--- config.mk ---
export PLATFORM = sky130hd
export DESIGN_NAME = dn_timer_ctrl
export DESIGN_NICKNAME = d
export VERILOG_FILES = /design/src/rtl/dn_timer_pkg.sv /design/src/rtl/dn_counter_core.sv /design/src/rtl/dn_timer_ctrl.sv
export SDC_FILE = /design/constraint.sdc
export NUM_CORES = 1
export LEC_CHECK = 0
export BUFFER_PORTS_ARGS = -buffer_cell sky130_fd_sc_hd__buf_4
export CELL_PAD_IN_SITES_DETAIL_PLACEMENT = 0
export CELL_PAD_IN_SITES_GLOBAL_PLACEMENT = 1
export CORE_MARGIN = 10
export CORE_UTILIZATION = 35
export CTS_CLUSTER_DIAMETER = 80
export DETAILED_ROUTE_END_ITERATION = 6
export GPL_TIMING_DRIVEN = 1
export PLACE_DENSITY_LB_ADDON = 0.1
export SYNTH_ARGS = -nofsm -noshare
export SYNTH_HDL_FRONTEND = slang
export SYNTH_SLANG_ARGS = --single-unit
--- constraint.sdc ---
create_clock -name clk -period 2.3 [get_ports clk]
set_input_delay 0 -clock clk [delete_from_list [all_inputs] [get_ports clk]]
set_output_delay 0 -clock clk [all_outputs]
set_load 0.1 [all_outputs]
--- src/rtl/dn_timer_pkg.sv ---
// Shared types and default widths for the down-counting timer controller.
package dn_timer_pkg;

  localparam int unsigned DEF_N     = 8;
  localparam int unsigned DEF_PRE_W = 4;

  // Controller state encoding
  typedef enum logic [1:0] {
    ST_IDLE  = 2'b00,
    ST_RUN   = 2'b01,
    ST_PAUSE = 2'b10
  } state_e;

  // Command bundle from the controller to the counter datapath
  typedef struct packed {
    logic load;
    logic en;
  } cnt_cmd_t;

endpackage

--- src/rtl/dn_counter_core.sv ---
// Loadable N-bit binary down counter; load has priority over enable.
module dn_counter_core
  import dn_timer_pkg::*;
#(
  parameter int unsigned N = DEF_N
) (
  input  logic         clk,
  input  logic         rstn,
  input  logic         load,
  input  logic [N-1:0] load_val,
  input  logic         en,
  output logic [N-1:0] count_out,
  output logic         zero
);

  logic [N-1:0] count_q, count_d;

  // Next count: reload, decrement or hold
  always_comb begin
    count_d = count_q;
    if (load) begin
      count_d = load_val;
    end else if (en) begin
      count_d = count_q - N'(1);
    end
  end

  // Counter register
  always_ff @(posedge clk or negedge rstn) begin
    if (!rstn) begin
      count_q <= '0;
    end else begin
      count_q <= count_d;
    end
  end

  assign count_out = count_q;
  assign zero      = (count_q == '0);

endmodule

--- src/rtl/dn_timer_ctrl.sv ---
// Timer controller: turns start/stop/pause/auto-reload controls into counter
// load/enable commands and produces the done pulse and sticky irq.
// Build option: define DN_TIMER_PRESCALE_EN to add a tick prescaler that
// divides RUN-state ticks by prescale+1.
module dn_timer_ctrl
  import dn_timer_pkg::*;
#(
  parameter int unsigned N     = DEF_N,
  parameter int unsigned PRE_W = DEF_PRE_W
) (
  input  logic             clk,
  input  logic             rstn,
  input  logic [N-1:0]     load_val,
  input  logic             start,
  input  logic             stop,
  input  logic             pause,
  input  logic             auto_reload,
  input  logic [PRE_W-1:0] prescale,
  input  logic             irq_ack,
  output logic [N-1:0]     count_out,
  output logic             busy,
  output logic             done,
  output logic             irq
);

  state_e   state_q, state_d;
  logic     busy_q, busy_d;
  logic     done_q, done_d;
  logic     irq_q, irq_d;
  cnt_cmd_t cmd_c;
  logic     zero_c;
  logic     run_adv_c;
  logic     pre_clr_c;
  logic     tick_c;

  // RUN cycle with no command pending: the only cycles that may advance time
  assign run_adv_c = (state_q == ST_RUN) & ~stop & ~start & ~pause;
  assign pre_clr_c = start | stop;

`ifdef DN_TIMER_PRESCALE_EN
  logic [PRE_W-1:0] pre_q, pre_d;

  // Prescaler: one tick every prescale+1 advancing clocks, frozen otherwise
  always_comb begin
    tick_c = run_adv_c & (pre_q >= prescale);
    pre_d  = pre_q;
    if (pre_clr_c) begin
      pre_d = '0;
    end else if (run_adv_c) begin
      pre_d = tick_c ? '0 : pre_q + PRE_W'(1);
    end
  end

  // Prescaler register
  always_ff @(posedge clk or negedge rstn) begin
    if (!rstn) begin
      pre_q <= '0;
    end else begin
      pre_q <= pre_d;
    end
  end
`else
  logic unused_prescale_c;
  assign unused_prescale_c = ^prescale;
  assign tick_c            = run_adv_c;
`endif

  // Next state, counter commands and expiry flags; stop > start > pause
  always_comb begin
    state_d = state_q;
    cmd_c   = '0;
    done_d  = 1'b0;
    unique case (state_q)
      ST_IDLE: begin
        if (!stop && start) begin
          cmd_c.load = 1'b1;
          state_d    = ST_RUN;
        end
      end
      ST_RUN: begin
        if (stop) begin
          state_d = ST_IDLE;
        end else if (start) begin
          cmd_c.load = 1'b1;
        end else if (pause) begin
          state_d = ST_PAUSE;
        end else if (tick_c) begin
          if (zero_c) begin
            done_d = 1'b1;
            if (auto_reload) begin
              cmd_c.load = 1'b1;
            end else begin
              state_d = ST_IDLE;
            end
          end else begin
            cmd_c.en = 1'b1;
          end
        end
      end
      ST_PAUSE: begin
        if (stop) begin
          state_d = ST_IDLE;
        end else if (start) begin
          cmd_c.load = 1'b1;
          state_d    = ST_RUN;
        end else if (!pause) begin
          state_d = ST_RUN;
        end
      end
      default: state_d = ST_IDLE;
    endcase
    busy_d = (state_d != ST_IDLE);
    irq_d  = done_d | (irq_q & ~irq_ack);
  end

  // State and output registers
  always_ff @(posedge clk or negedge rstn) begin
    if (!rstn) begin
      state_q <= ST_IDLE;
      busy_q  <= 1'b0;
      done_q  <= 1'b0;
      irq_q   <= 1'b0;
    end else begin
      state_q <= state_d;
      busy_q  <= busy_d;
      done_q  <= done_d;
      irq_q   <= irq_d;
    end
  end

  dn_counter_core #(
    .N(N)
  ) u_core (
    .clk      (clk),
    .rstn     (rstn),
    .load     (cmd_c.load),
    .load_val (load_val),
    .en       (cmd_c.en),
    .count_out(count_out),
    .zero     (zero_c)
  );

  assign busy = busy_q;
  assign done = done_q;
  assign irq  = irq_q;

endmodule

======== Word-level counts from Yosys, hierarchy flattened ========
Index checks and enable logic that the tools add are counted.
word-level totals
  bits in writable memories ............... 0
  memories ................................ 0
  bits in registers ....................... 13
  memory bits (read-only) ................. 0
  output and inout bits ................... 11
  latch bits .............................. 0
cells by class
  divide/modulo/power cells ............... 0
  bitwise operators ....................... 9
  magnitude comparators ................... 0
  shift-type cells ........................ 0
  multiply operators ...................... 0
  eq/ne operators ......................... 2
  multiplexer cells ....................... 32
  reductions and logical operators ........ 6
  add/subtract/negate cells ............... 1
operators by type and width
  cell                                                 number
  two-way mux 2 bit                                    13
  two-way mux 8 bit                                    2
  two-way mux 1 bit                                    15
  zero test 8 bit                                      1
  subtractor 8 x 1 -> 8 bit, second input constant     1
  one-hot mux 2 bit (3 select lines)                   1
  bitwise AND 1 bit                                    4
  NOT 1 bit                                            4
  nonzero test 2 bit                                   2
  one-hot mux 1 bit (3 select lines)                   1
  equality test 2 x 1 -> 1 bit, second input constant  1
  equality test 2 bit, second input constant           1
  zero test 2 bit                                      1
  logical AND 1 bit                                    1
  zero test 1 bit                                      1
  OR 1 bit                                             1

======== Depth between registers and ports, before layout ========
Gate-level depths: netlist of run 1.
  depth in word-level cells ............... 11
  gate-level depth with buffers ........... 7
  mapped depth without buffers ............ 6

======== Cells and area by module ========
Synthesis of run 1 repeated with hierarchy kept, for this count alone.
unflattened totals
  cell total of the unflattened synthesis .. 76
  area, all modules ....................... 720.7 um^2
by module, submodules not included
  module           area each (um^2)  cells each  times used
  dn_counter_core  474.2             50          1
  dn_timer_ctrl    246.5             26          1

======== Least setup slack after synthesis of run 1 ========
Ideal clock, no wire load.
  path type ............................... flip-flop to flip-flop
  start point ............................. register u_core.count_q[0] (netlist: u_core.count_out[0])
  end point ............................... register u_core.count_q[0] (netlist: u_core.count_out[0])
  path slack .............................. -0.208 ns
  cell stages (with the launch flop) ...... 8
  data required time ...................... 2.172 ns
  data arrival time ....................... 2.380 ns
  library setup time ...................... 0.128 ns
  path through ............................ dfrtp_1 inv_1 ha_1 nor3b_1 a211o_1 buf_6 xnor2_1 mux2_1
between the ends
  longest elaborated chain between the ends .. 8
ends and longest elaborated chain
  item                                                                            line                   source
  start: declaration                                                              dn_counter_core.sv:16  logic [N-1:0] count_q, count_d;
  start signal: assignment                                                        dn_counter_core.sv:33  count_q <= count_d;
  zero test 8 bit                                                                 dn_counter_core.sv:38  assign zero = (count_q == '0);
  two-way mux 1 bit                                                               dn_timer_ctrl.sv:88    if (zero_c) begin
  two-way mux 2 bit                                                               dn_timer_ctrl.sv:87    end else if (tick_c) begin
  two-way mux 2 bit                                                               dn_timer_ctrl.sv:85    end else if (pause) begin
  two-way mux 1 bit                                                               dn_timer_ctrl.sv:83    end else if (start) begin
  two-way mux 2 bit                                                               dn_timer_ctrl.sv:81    if (stop) begin
  one-hot mux 1 bit (3 select lines) / two-way mux 1 bit (equally long branches)  dn_timer_ctrl.sv:73    unique case (state_q)
  two-way mux 8 bit / nonzero test 2 bit (equally long branches)                  --
Parallel ways exist; a longest one is shown, timed or not. The select of a mux whose other input is x is not followed.
A chain may end at the register's enable or synchronous reset.

======== Final worst setup path of run 1 ========
  start point ............................. register u_core.count_q[1] (netlist: u_core.count_out[1])
  end point ............................... register u_core.count_q[1] (netlist: u_core.count_out[1])
The elaborated chain is that of the path after synthesis.

==> reports/qor.csv, run 1 <==
stage;metric;value;unit
power_and_ir_drop;swShare;46.9;%
setup_path;timing.rr.start;u_core.count_out[1];
place;routabilityCongestion;0.742;
clock_network;postCtsSetupRepairBufs;0;
cells_and_area;nNetsFinal;137;
die;coreArea;2190;um^2
clock_network;clk_latency;0.27;ns
timing;relSlewSlack;65.0;%
setup_path;cp_max_fo;7;
synth;yosysUniqueCellTypes;35;
status;status;finished clean;
die;start_util;36.7;%
timing;hold_viol_final;0;
synth;synthTopCellsByArea;dfrtp_1 40%, inv_1 3.3%, ha_1 3.1%, nor4b_4 3.0%, mux2_1 2.8%;
grt;grt_first_pass_wirelength;3550;um
route;drc_errors;0;
route;vias;741;
grt;grt_pass1_vias;767;
synth;ys_ff_latch;13;
synth;synth_seq_area_share;40.5;%
setup_path;reg2reg_to;u_core.count_out[1];
synth;synthFlopType;dfrtp_1;
clock_network;cts.sink_count;13;
power_and_ir_drop;p_leak;0.000500;uW
clock_network;cts_tree;built;
timing;skew;0.000255;ns
power_and_ir_drop;p_sw;383;uW
cells_and_area;design_area;1130;um^2
grt;grtUsageTotal;10.1;%
route;drt_iter0_drc;47;
power_and_ir_drop;intPower;434;uW
cells_and_area;diodes;0;
setup_path;crit_required;2.46;ns
synth;synth.top_cell.area_share;40.5;%
setup_path;rr_worst_depth;6;
timing;worst_hold_slack;0.0129;ns
grt;grt_max_degree;14;
clock_network;clockRootBuffer;clkbuf_4;
timing;rsz0062_at_grt;no;
power_and_ir_drop;power_density;721;nW/um^2
synth;yosysTopAreaCell;dfrtp_1;
cells_and_area;fillers;206;
synth;syn_avg_cell_area;10.3;um^2
route;ant_nets;0;
timing;fin_crit;2.04;ns
clock_network;clock_path_buffers;2;
timing;setup_tns;0;ns
route;viasPerCell;5.18;
timing;fmax;489;MHz
synth;synth-edff-count;0;
place;dpl.hpwl;1670;um
power_and_ir_drop;pwr-share-clk;17.1;%
grt;antenna_found_initial;0;
grt;overflow;0;
timing;maxSlewViolCount;0;
route;wirelength;2170;um
route;drt_pass1_iterations;4;
power_and_ir_drop;p_comb_share;46.2;%
timing;worstMarginPinSlew;0.524;ns
setup_path;critPathKind;reg -> reg;
clock_network;cts_buffers;3;
setup_path;r2r_slack;0.26;ns
setup_path;crit_arrival;2.20;ns
cells_and_area;area_growth;41.1;%
clock_network;ctsResizeCount;0;
clock_network;clkTransAtPathRegs;0.08;ns
die;rows;17;
die;num_io_pins;30;
synth;syn_area;803;um^2
timing;setup_viol;0;
cells_and_area;drive_gt1_share;30.4;%
clock_network;holdBufCountCts;7;
setup_path;crit_end;u_core.count_out[1];
synth;syn_inst;78;
power_and_ir_drop;p_seq_share;36.7;%
die;dieArea;4610;um^2
setup_path;endpoint_kind;register;
die;die_x;67.9;um
clock_network;htreeDepth;1;
place;port_buffers;25;
route;routedWlPerCell;15.2;um
place;dpl_cell_area;1030;um^2
power_and_ir_drop;vdd_drop_max;0.000686;V
synth;synthArstFlopShare;100;%
min_path;hold_path_class;in -> reg;
setup_path;setup.worst_path.start;u_core.count_out[1];
die;die_h;67.9;um
synth;ys_warn_count;0;
flow_run;max_cap_viol_count;0;
timing;fin_crit_sh;88.9;%
setup_path;start_kind;register;
synth;synthesis.nets;99;
how the worst min path moves through the flow:
stage,start,endpoint,slack [ns],cells after the start
after CTS,load_val[7],u_core.count_out[7],0.0007,3
final,load_val[5],u_core.count_out[5],0.01,3
after floorplan,rstn,busy,-0.30,0
after global placement,rstn,u_core.count_out[5],-0.14,1
after global routing,load_val[5],u_core.count_out[5],0.02,3
after detailed placement,rstn,u_core.count_out[3],-0.14,1
layout make-up:
cell class	count	area (um^2)	area share (%)
Timing Repair Buffer	35	283	24.9
Clock buffer	4	26.3	2.32
Inverter	7	26.3	2.32
Tap cell	28	35.0	3.09
Multi-Input combinational cell	56	435	38.4
Sequential cell	13	328	28.9
layout by cell type (no fill, tap or decap), drive strengths merged, types with 3 or more instances in the layout:
master / count
buf: 27
dfrtp: 13
dlygate4sd3: 8
inv: 7
o21ai: 5
a21oi: 4
clkbuf: 4
or4: 3
or3: 3
a31oi: 3
o211ai: 3
synth_stat cells, drive strengths merged, types with 3 or more instances:
cell type,number
or4,3
o211ai,3
o21ai,5
inv,7
or3,3
a31oi,3
dfrtp,13
a21oi,4
cell families after synthesis:
logic type,after synthesis,share of synthesized area [%]
AO/OA/AOI/OAI,23,19.5
XOR/XNOR,2,2.18
adder cells (fa/ha/maj),2,3.11
buffers and inverters,9,5.30
flip-flops,13,40.5
multiplexers,3,4.05
AND/OR/NAND/NOR,26,25.4
metrics by stage:
| step | setup WS [ns] | std cells | utilization (%) | power (uW) |
|---|---|---|---|---|
| after floorplan | 0.0878 | 78 | - | 574 |
| after global placement | 0.275 | 131 | 46.9 | 668 |
| after detailed placement | 0.256 | 131 | 46.9 | 674 |
| after CTS | 0.226 | 142 | 51.3 | 829 |
| after global routing | 0.0778 | 143 | 51.7 | 863 |
| final | 0.255 | 143 | 51.7 | 817 |
routing by layer:
layer	track usage (%)	vias up	wire, um
met3	5.22	2	194
met2	16.2	21	1040
met1	11.5	349	915
li1	-	369	-
met4	3.02	0	16
met5	0	-	0
power by group through the flow:
stage / Sequential [uW] / Combinational [uW] / Clock [uW]
after floorplan: 489 / 84.4 / 0
after global placement: 304 / 364 / 0
after detailed placement: 304 / 370 / 0
after CTS: 300 / 380 / 149
after global routing: 306 / 398 / 159
final: 300 / 377 / 140
sequential cells by signal, summed over array words and instances, names as in the netlist:
name and cells:
busy 1, done 1, state_q 2, irq 1, u_core.count_out 8
critical path: stages (launching register included):
cell,delay [ns]
dfrtp_2,0.42
inv_1,0.10
ha_1,0.17
nor3b_1,0.46
a211o_1,0.38
mux2i_1,0.11
mux2_1,0.29
No activity file was read; power rests on OpenSTA's default activity.
==> inputs of run 2 (changes only) <==
- ABC_AREA: default -> 1
- CORE_UTILIZATION: 35 -> 34
==> run 2 against run 1 <==
Compared with the run above:
- maximum frequency is 34% higher
- critical path depth is 1 higher
- flip-flop and latch count stayed put
- non-clock buffer count stayed put
- combinational power is 70% higher
- routed wire length is 4.9% lower
- total power is 37% higher
- global-route usage is 1.0 points lower
- critical endpoint is now u_core.count_out[5]
- largest cell class unchanged
==> reports/qor.csv, run 2 <==
stage;metric;value;unit;change
power_and_ir_drop;p_seq_share;29.7;%;was 36.7%
clock_network;htreeDepth;1;;unchanged
synth;synth_seq_area_share;39.4;%;was 40.5%
min_path;hp-start;start;;was load_val[5]
die;die_h;69.3;um;was 67.9 um
synth;yosysTopAreaCell;dfrtp_1;;unchanged
timing;hold_viol_final;0;;unchanged
synth;synthArstFlopShare;100;%;unchanged
synth;synth_top_family_by_area;simple AND/OR/NAND/NOR gates;;unchanged
cells_and_area;diodes;0;;unchanged
min_path;hold_end;state_q[1];;was u_core.count_out[5]
synth;synthMuxAreaShare;0;%;was 4.05%
clock_network;clkTransAtPathRegs;0.08;ns;about the same
flow_run;max_cap_viol_count;0;;unchanged
die;num_io_pins;30;;unchanged
route;wirelength;2060;um;was 2170 um
grt;overflow;0;;unchanged
die;rows;17;;unchanged
grt;grt_pass1_vias;842;;was 767
die;die_x;69.3;um;was 67.9 um
timing;worstMarginPinSlew;0.313;ns;was 0.524 ns
cells_and_area;regArea;325;um^2;was 328 um^2
die;dieArea;4800;um^2;was 4610 um^2
setup_path;start_kind;register;;unchanged
cells_and_area;fillers;233;;was 206
place;dpl.hpwl;1600;um;was 1670 um
place;routabilityCongestion;0.793;;was 0.742
cells_and_area;final_core_util;52.2;%;was 51.7%
clock_network;clockRootBuffer;clkbuf_4;;unchanged
clock_network;cts.sink_count;13;;unchanged
power_and_ir_drop;p_leak;0.000590;uW;was 0.000500 uW
min_path;hold_depth;4;;was 3
min_path;hold_path_class;in -> reg;;unchanged
route;ant_nets;0;;unchanged
setup_path;timing.rr.start;u_core.count_out[0];;was u_core.count_out[1]
grt;grtUsageTotal;9.05;%;was 10.1%
timing;maxSlewViolCount;0;;unchanged
cells_and_area;layout_commonest_cell;buf_4;;unchanged
synth;synth-simple-area-share;41.4;%;was 25.4%
setup_path;endpoint_kind;register;;unchanged
power_and_ir_drop;intPower;511;uW;was 434 uW
power_and_ir_drop;swShare;54.3;%;was 46.9%
synth;synthFlopType;dfrtp_1;;unchanged
power_and_ir_drop;p_sw;606;uW;was 383 uW
synth;synthTopCellsByArea;dfrtp_1 39%, nand2_1 8.2%, nand4_1 6.8%, nand3_1 6.7%, inv_1 4.5%;;was dfrtp_1 40%, inv_1 3.3%, ha_1 3.1%, nor4b_4 3.0%, mux2_1 2.8%
cells_and_area;drive_gt1_share;34.1;%;was 30.4%
clock_network;clock_path_buffers;2;;unchanged
timing;fmax;654;MHz;was 489 MHz
setup_path;cp_max_fo;10;;was 7
clock_network;holdBufCountCts;10;;was 7
timing;setup_tns;0;ns;unchanged
power_and_ir_drop;pwr-share-clk;13.0;%;was 17.1%
route;viasPerCell;4.69;;was 5.18
synth;yosysUniqueCellTypes;22;;was 35
setup_path;reg2reg_to;u_core.count_out[5];;was u_core.count_out[1]
timing;skew;0.00221;ns;was 0.000255 ns
setup_path;crit_arrival;1.70;ns;was 2.20 ns
synth;syn_avg_cell_area;8.34;um^2;was 10.3 um^2
power_and_ir_drop;total_power;1120;uW;was 817 uW
cells_and_area;area_growth;42.4;%;was 41.1%
route;routedWlPerCell;12.4;um;was 15.2 um
cells_and_area;multi_input_area;459;um^2;was 435 um^2
setup_path;crit_required;2.47;ns;was 2.46 ns
route;drt_pass1_iterations;4;;unchanged
grt;grt_first_pass_wirelength;3730;um;was 3550 um
synth;yosysMostFrequentCell;nand2_1;;was dfrtp_1
cells_and_area;largest_reg_flops;8;;unchanged
synth;synth.top_cell.area_share;39.4;%;was 40.5%
die;coreArea;2250;um^2;was 2190 um^2
status;status;finished clean;;unchanged
power_and_ir_drop;p_comb_share;57.3;%;was 46.2%
die;start_util;36.6;%;was 36.7%
grt;grt_max_degree;14;;unchanged
synth;ys_warn_count;0;;unchanged
timing;rsz0062_at_grt;no;;unchanged
timing;worst_hold_slack;0.0164;ns;was 0.0129 ns
clock_network;clk_latency;0.28;ns;was 0.27 ns
clock_network;cts_tree;built;;unchanged
route;vias;779;;was 741
synth;synthAdderAreaFrac;3.03;%;was 3.12%
synth;ys_ff_latch;13;;unchanged
cells_and_area;nNetsFinal;160;;was 137
route;drt_iter0_drc;25;;was 47
route;drc_errors;0;;unchanged
synth;syn_inst;99;;was 78
clock_network;ctsResizeCount;0;;unchanged
place;port_buffers;25;;unchanged
setup_path;r2r_slack;0.77;ns;was 0.26 ns
synth;syn_area;826;um^2;was 803 um^2
power_and_ir_drop;vdd_drop_max;0.000689;V;was 0.000686 V
grt;antenna_found_initial;0;;unchanged
clock_network;cts_buffers;3;;unchanged
setup_path;rr_worst_depth;7;;was 6
synth;synthesis.nets;120;;was 99
timing;relSlewSlack;79.0;%;was 65.0%
timing;fin_crit;1.53;ns;was 2.04 ns
timing;fin_crit_sh;66.5;%;was 88.9%
clock_network;postCtsSetupRepairBufs;0;;unchanged
synth;synth_compound_gate_area_share;4.85;%;was 19.5%
synth;synth-xor-area-share;6.36;%;was 2.18%
synth;synth_common_cells;18 x nand2_1, 13 x dfrtp_1, 11 x nand3_1;;was 13 x dfrtp_1, 7 x inv_1, 4 x a21oi_1, 4 x o21ai_0
setup_path;critPathKind;reg -> reg;;unchanged
synth;synth-edff-count;0;;unchanged
cells_and_area;mostFrequentLayoutCells;25 x buf_4, 18 x nand2_1, 13 x dfrtp_1;;was 27 x buf_4, 11 x dfrtp_1, 8 x dlygate4sd3_1
timing;setup_viol;0;;unchanged
power_and_ir_drop;power_density;949;nW/um^2;was 721 nW/um^2
run 2: changes by cell type after synthesis, moves of 3 or more:
cell      change
o211ai_1      -3
or4_1         -3
nor2_1        +7
a31oi_1       -3
nand4_1       +8
nor2_2        +3
nand2_2       +6
inv_1         +3
nand3_1      +10
a21oi_1       -4
or3_1         -3
nand2_1      +16
run 2: layout make-up:
type	count	share of cell area, %
multi-input combinational	75	39.0
sequential	13	27.7
timing repair buffer	35	24.5
inverter	11	3.51
tap	28	2.98
clock buffer	3	1.91
clock inverter	1	0.426
run 2: power groups by stage:
stage,sequential (uW),combinational [uW],clock [uW]
after floorplan,629,199,0
after global placement,335,630,0
after detailed placement,336,632,0
after CTS,332,647,152
after global routing,341,689,167
final,331,640,145
run 2: worst max-delay path by stage:
stage	start	end	slack (ns)	cells past startpoint
finish	u_core.count_out[0]	u_core.count_out[5]	0.77	7
detailed placement	u_core.count_out[0]	u_core.count_out[5]	0.77	7
floorplan	u_core.count_out[0]	u_core.count_out[4]	0.15	10
CTS	u_core.count_out[0]	u_core.count_out[5]	0.75	7
global placement	u_core.count_out[0]	u_core.count_out[5]	0.75	7
global route	u_core.count_out[0]	u_core.count_out[6]	0.58	7
run 2: cells by family after synthesis:
logic type / count (synthesis)
simple gates: 62
compound gates: 5
buf+inv: 11
xor+xnor: 6
flops: 13
fa+ha+maj: 2
run 2: metal layers:
metal | up-vias | share of wire (%) | global-route usage (%)
li1 | 408 | - | -
met3 | 4 | 8.1 | 4.99
met4 | 0 | 0.68 | 2.00
met2 | 20 | 45 | 14.2
met5 | - | 0 | 0
met1 | 347 | 46 | 10.5
run 2: per-stage QoR:
stage	worst slack [ns]	instance area, um^2	std cells
after CTS	0.748	1180	166
after global placement	0.753	1050	152
after detailed placement	0.772	1050	152
final	0.772	1180	166
after floorplan	0.153	826	99
after global routing	0.582	1180	166
run 2: worst max-delay path: stages, from the launching register on:
cell	delay, ns
dfrtp_1	0.41
inv_1	0.16
ha_1	0.18
nand2_2	0.08
o21ai_4	0.29
inv_2	0.13
nand3_1	0.10
nand3_1	0.07
==> inputs of run 3 (changes only) <==
- CORE_UTILIZATION: 34 -> 31
- clock period: 2.3 -> 1.3 ns (I/O delays scaled with it)
==> run 3 against run 2 <==
Compared with the run above:
- the run now ends with setup timing left
- register-to-register slack lost 0.91 ns
- critical path depth grew 3
- total power grew 120%
- combinational power grew 140%
- maximum frequency grew 6.3%
- flip-flop and latch count is the same
- sequential share of layout area shrank 4.1 points
- clock skew shrank 0.0014 ns
- clock power grew 88%
- non-clock buffer count grew 18
- routed wire length grew 28%
- core utilization grew 7.2 points
- largest power group unchanged
- highest routed layer unchanged
==> reports/qor.csv, run 3 (synthesized netlist as in run 2, its figures left out) <==
stage;metric;value;unit;change
timing;skew;0.000835;ns;was 0.00221 ns
timing;relSlewSlack;79.7;%;was 79.0%
clock_network;clkTransAtPathRegs;0.09;ns;was 0.08 ns
route;drt_pass1_iterations;4;;unchanged
setup_path;endpoint_kind;register;;unchanged
setup_path;r2r_slack;-0.14;ns;was 0.77 ns
timing;fin_crit_sh;111;%;was 66.5%
die;start_util;33.0;%;was 36.6%
die;dieArea;5130;um^2;was 4800 um^2
setup_path;cp_max_fo;5;;was 10
grt;grt_pass1_vias;962;;was 842
cells_and_area;area_growth;79.7;%;was 42.4%
clock_network;cts_tree;built;;unchanged
cells_and_area;largest_reg_flops;8;;unchanged
grt;grt_first_pass_wirelength;4620;um;was 3730 um
route;viasPerCell;4.77;;was 4.69
grt;grt_max_degree;14;;unchanged
place;dpl.hpwl;1850;um;was 1600 um
power_and_ir_drop;vdd_drop_max;0.00120;V;was 0.000689 V
setup_path;crit_required;1.53;ns;was 2.47 ns
power_and_ir_drop;power_density;1620;nW/um^2;was 949 nW/um^2
clock_network;cts_buffers;3;;unchanged
cells_and_area;mostFrequentLayoutCells;41 x buf_4, 14 x nand2_1, 11 x dlygate4sd3_1;;was 25 x buf_4, 18 x nand2_1, 13 x dfrtp_1
timing;worst_hold_slack;0.0237;ns;was 0.0164 ns
power_and_ir_drop;p_leak;0.000718;uW;was 0.000590 uW
route;drc_errors;0;;unchanged
setup_path;critPathKind;reg -> reg;;unchanged
setup_path;path_cells;inv_4, ha_4, nand2_4, nor2_4, nand2_4, nand2_4, nand2_8, nand2_8, nand2_1, nand3_2;;was inv_1, ha_1, nand2_2, o21ai_4, inv_2, nand3_1, nand3_1
place;port_buffers;25;;unchanged
timing;worstMarginPinSlew;0.304;ns;was 0.313 ns
cells_and_area;stdcell_count;189;;was 166
cells_and_area;drive_gt1_share;54.7;%;was 34.1%
timing;maxSlewViolCount;0;;unchanged
route;vias;902;;was 779
timing;setup_viol;10;;was 0
setup_path;critical_path.max_stage_delay;0.49;ns;was 0.41 ns
timing;rsz0062_at_grt;yes;;was no
grt;overflow;0;;unchanged
route;routedWlPerCell;14.0;um;was 12.4 um
setup_path;cpMostUsedCell;nand2_4;;was nand3_1
place;place_inst;167;;was 152
clock_network;clk_latency;0.29;ns;was 0.28 ns
timing;fin_crit;1.44;ns;was 1.53 ns
die;die_x;71.6;um;was 69.3 um
die;rows;18;;was 17
die;num_io_pins;30;;unchanged
clock_network;htreeDepth;1;;unchanged
cells_and_area;diodes;0;;unchanged
timing;layout_setup_ws;-0.137;ns;was 0.772 ns
setup_path;crit_path_top_delay_cell;dfrtp_4;;was dfrtp_1
cells_and_area;fillers;234;;was 233
min_path;hold_path_class;in -> reg;;unchanged
clock_network;clock_path_buffers;2;;unchanged
grt;antenna_found_initial;0;;unchanged
die;coreArea;2500;um^2;was 2250 um^2
place;routabilityCongestion;0.764;;was 0.793
grt;grtUsageTotal;11.1;%;was 9.05%
die;die_h;71.6;um;was 69.3 um
setup_path;crit_arrival;1.67;ns;was 1.70 ns
cells_and_area;layout_commonest_cell;buf_4;;unchanged
cells_and_area;nNetsFinal;181;;was 160
timing;setup_tns;-1.07;ns;was 0 ns
clock_network;clockRootBuffer;clkbuf_4;;unchanged
route;drt_iter0_drc;51;;was 25
route;ant_nets;0;;unchanged
flow_run;max_cap_viol_count;0;;unchanged
route;wirelength;2650;um;was 2060 um
timing;hold_viol_final;0;;unchanged
status;violations;setup timing;;
status;status;finished with violations;;was finished clean
timing;fmax;696;MHz;was 654 MHz
setup_path;start_kind;register;;unchanged
clock_network;cts.sink_count;13;;unchanged
==> run 3: cell count changes in the layout (fill, tap and decap cells not counted), sizes merged <==
cell / before / now
dlygate4sd3: 10 / 11
nand2: 26 / 28
clkbuf: 3 / 4
clkinv: 1 / 0
o21ai: 4 / 5
buf: 25 / 42
==> run 3: where the power goes <==
group,switching (uW),internal (uW)
Combinational,1020,527
Clock,153,120
Sequential,64.5,518
Total,1240,1170
==> run 3: timing repair <==
item / 4_1_cts / 5_1_grt
cloned: 3 / 0
pin swaps: 3 / 3
hold buffers: 11 / 0
buffers inserted: 3 / 1
endpoints found under the setup margin: 11 / 10
gates resized for setup: 13 / 5
hold endpoints to repair: 23 / 0
==> run 3: critical path: cells and delay by family, from the launching register on <==
kind / cells / cell delay [ns]
and+or+nand+nor: 8 / 0.65
DFF: 1 / 0.49
adders and majority gates: 1 / 0.14
buffers and inverters: 1 / 0.07
==> run 3: metal layers <==
| layer | up-vias | routed length, um | GRT usage (%) |
|---|---|---|---|
| li1 | 455 | - | - |
| met1 | 417 | 1230 | 13.9 |
| met2 | 26 | 1170 | 16.7 |
| met3 | 4 | 217 | 5.10 |
| met4 | 0 | 36 | 3.23 |
| met5 | - | 0 | 0 |
==> run 3: final cells by class <==
type | instances | area, um^2 | area share, %
sequential | 13 | 350 | 23.6
multi-input combinational | 78 | 594 | 40.1
tap | 30 | 37.5 | 2.53
clock buffer | 4 | 26.3 | 1.77
timing repair buffer | 53 | 429 | 28.9
inverter | 11 | 46.3 | 3.12
==> run 3: path summary, 6_finish.rpt <==
kind / start / endpoint / cells past startpoint
min in group asynchronous: rstn / done / 2
max in group asynchronous: rstn / u_core.count_out[1] / 2
min reg2reg: irq / irq / 2
min: stop / state_q[0] / 4
max reg2reg: u_core.count_out[1] / u_core.count_out[4] / 10
max: u_core.count_out[1] / u_core.count_out[4] / 10
==> run 3: stage by stage <==
step           setup slack (ns)  power (uW)  area, um^2  util [%]
3_3_place_gp             -0.131        1990        1210      48.2
6_report                 -0.137        2410        1480      59.4
4_1_cts                  -0.142        2380        1450      57.9
5_1_grt                  -0.224        2550        1480      59.4
2_1_floorplan            -0.225        1570         883         -
3_5_place_dp             -0.160        2000        1210      48.2
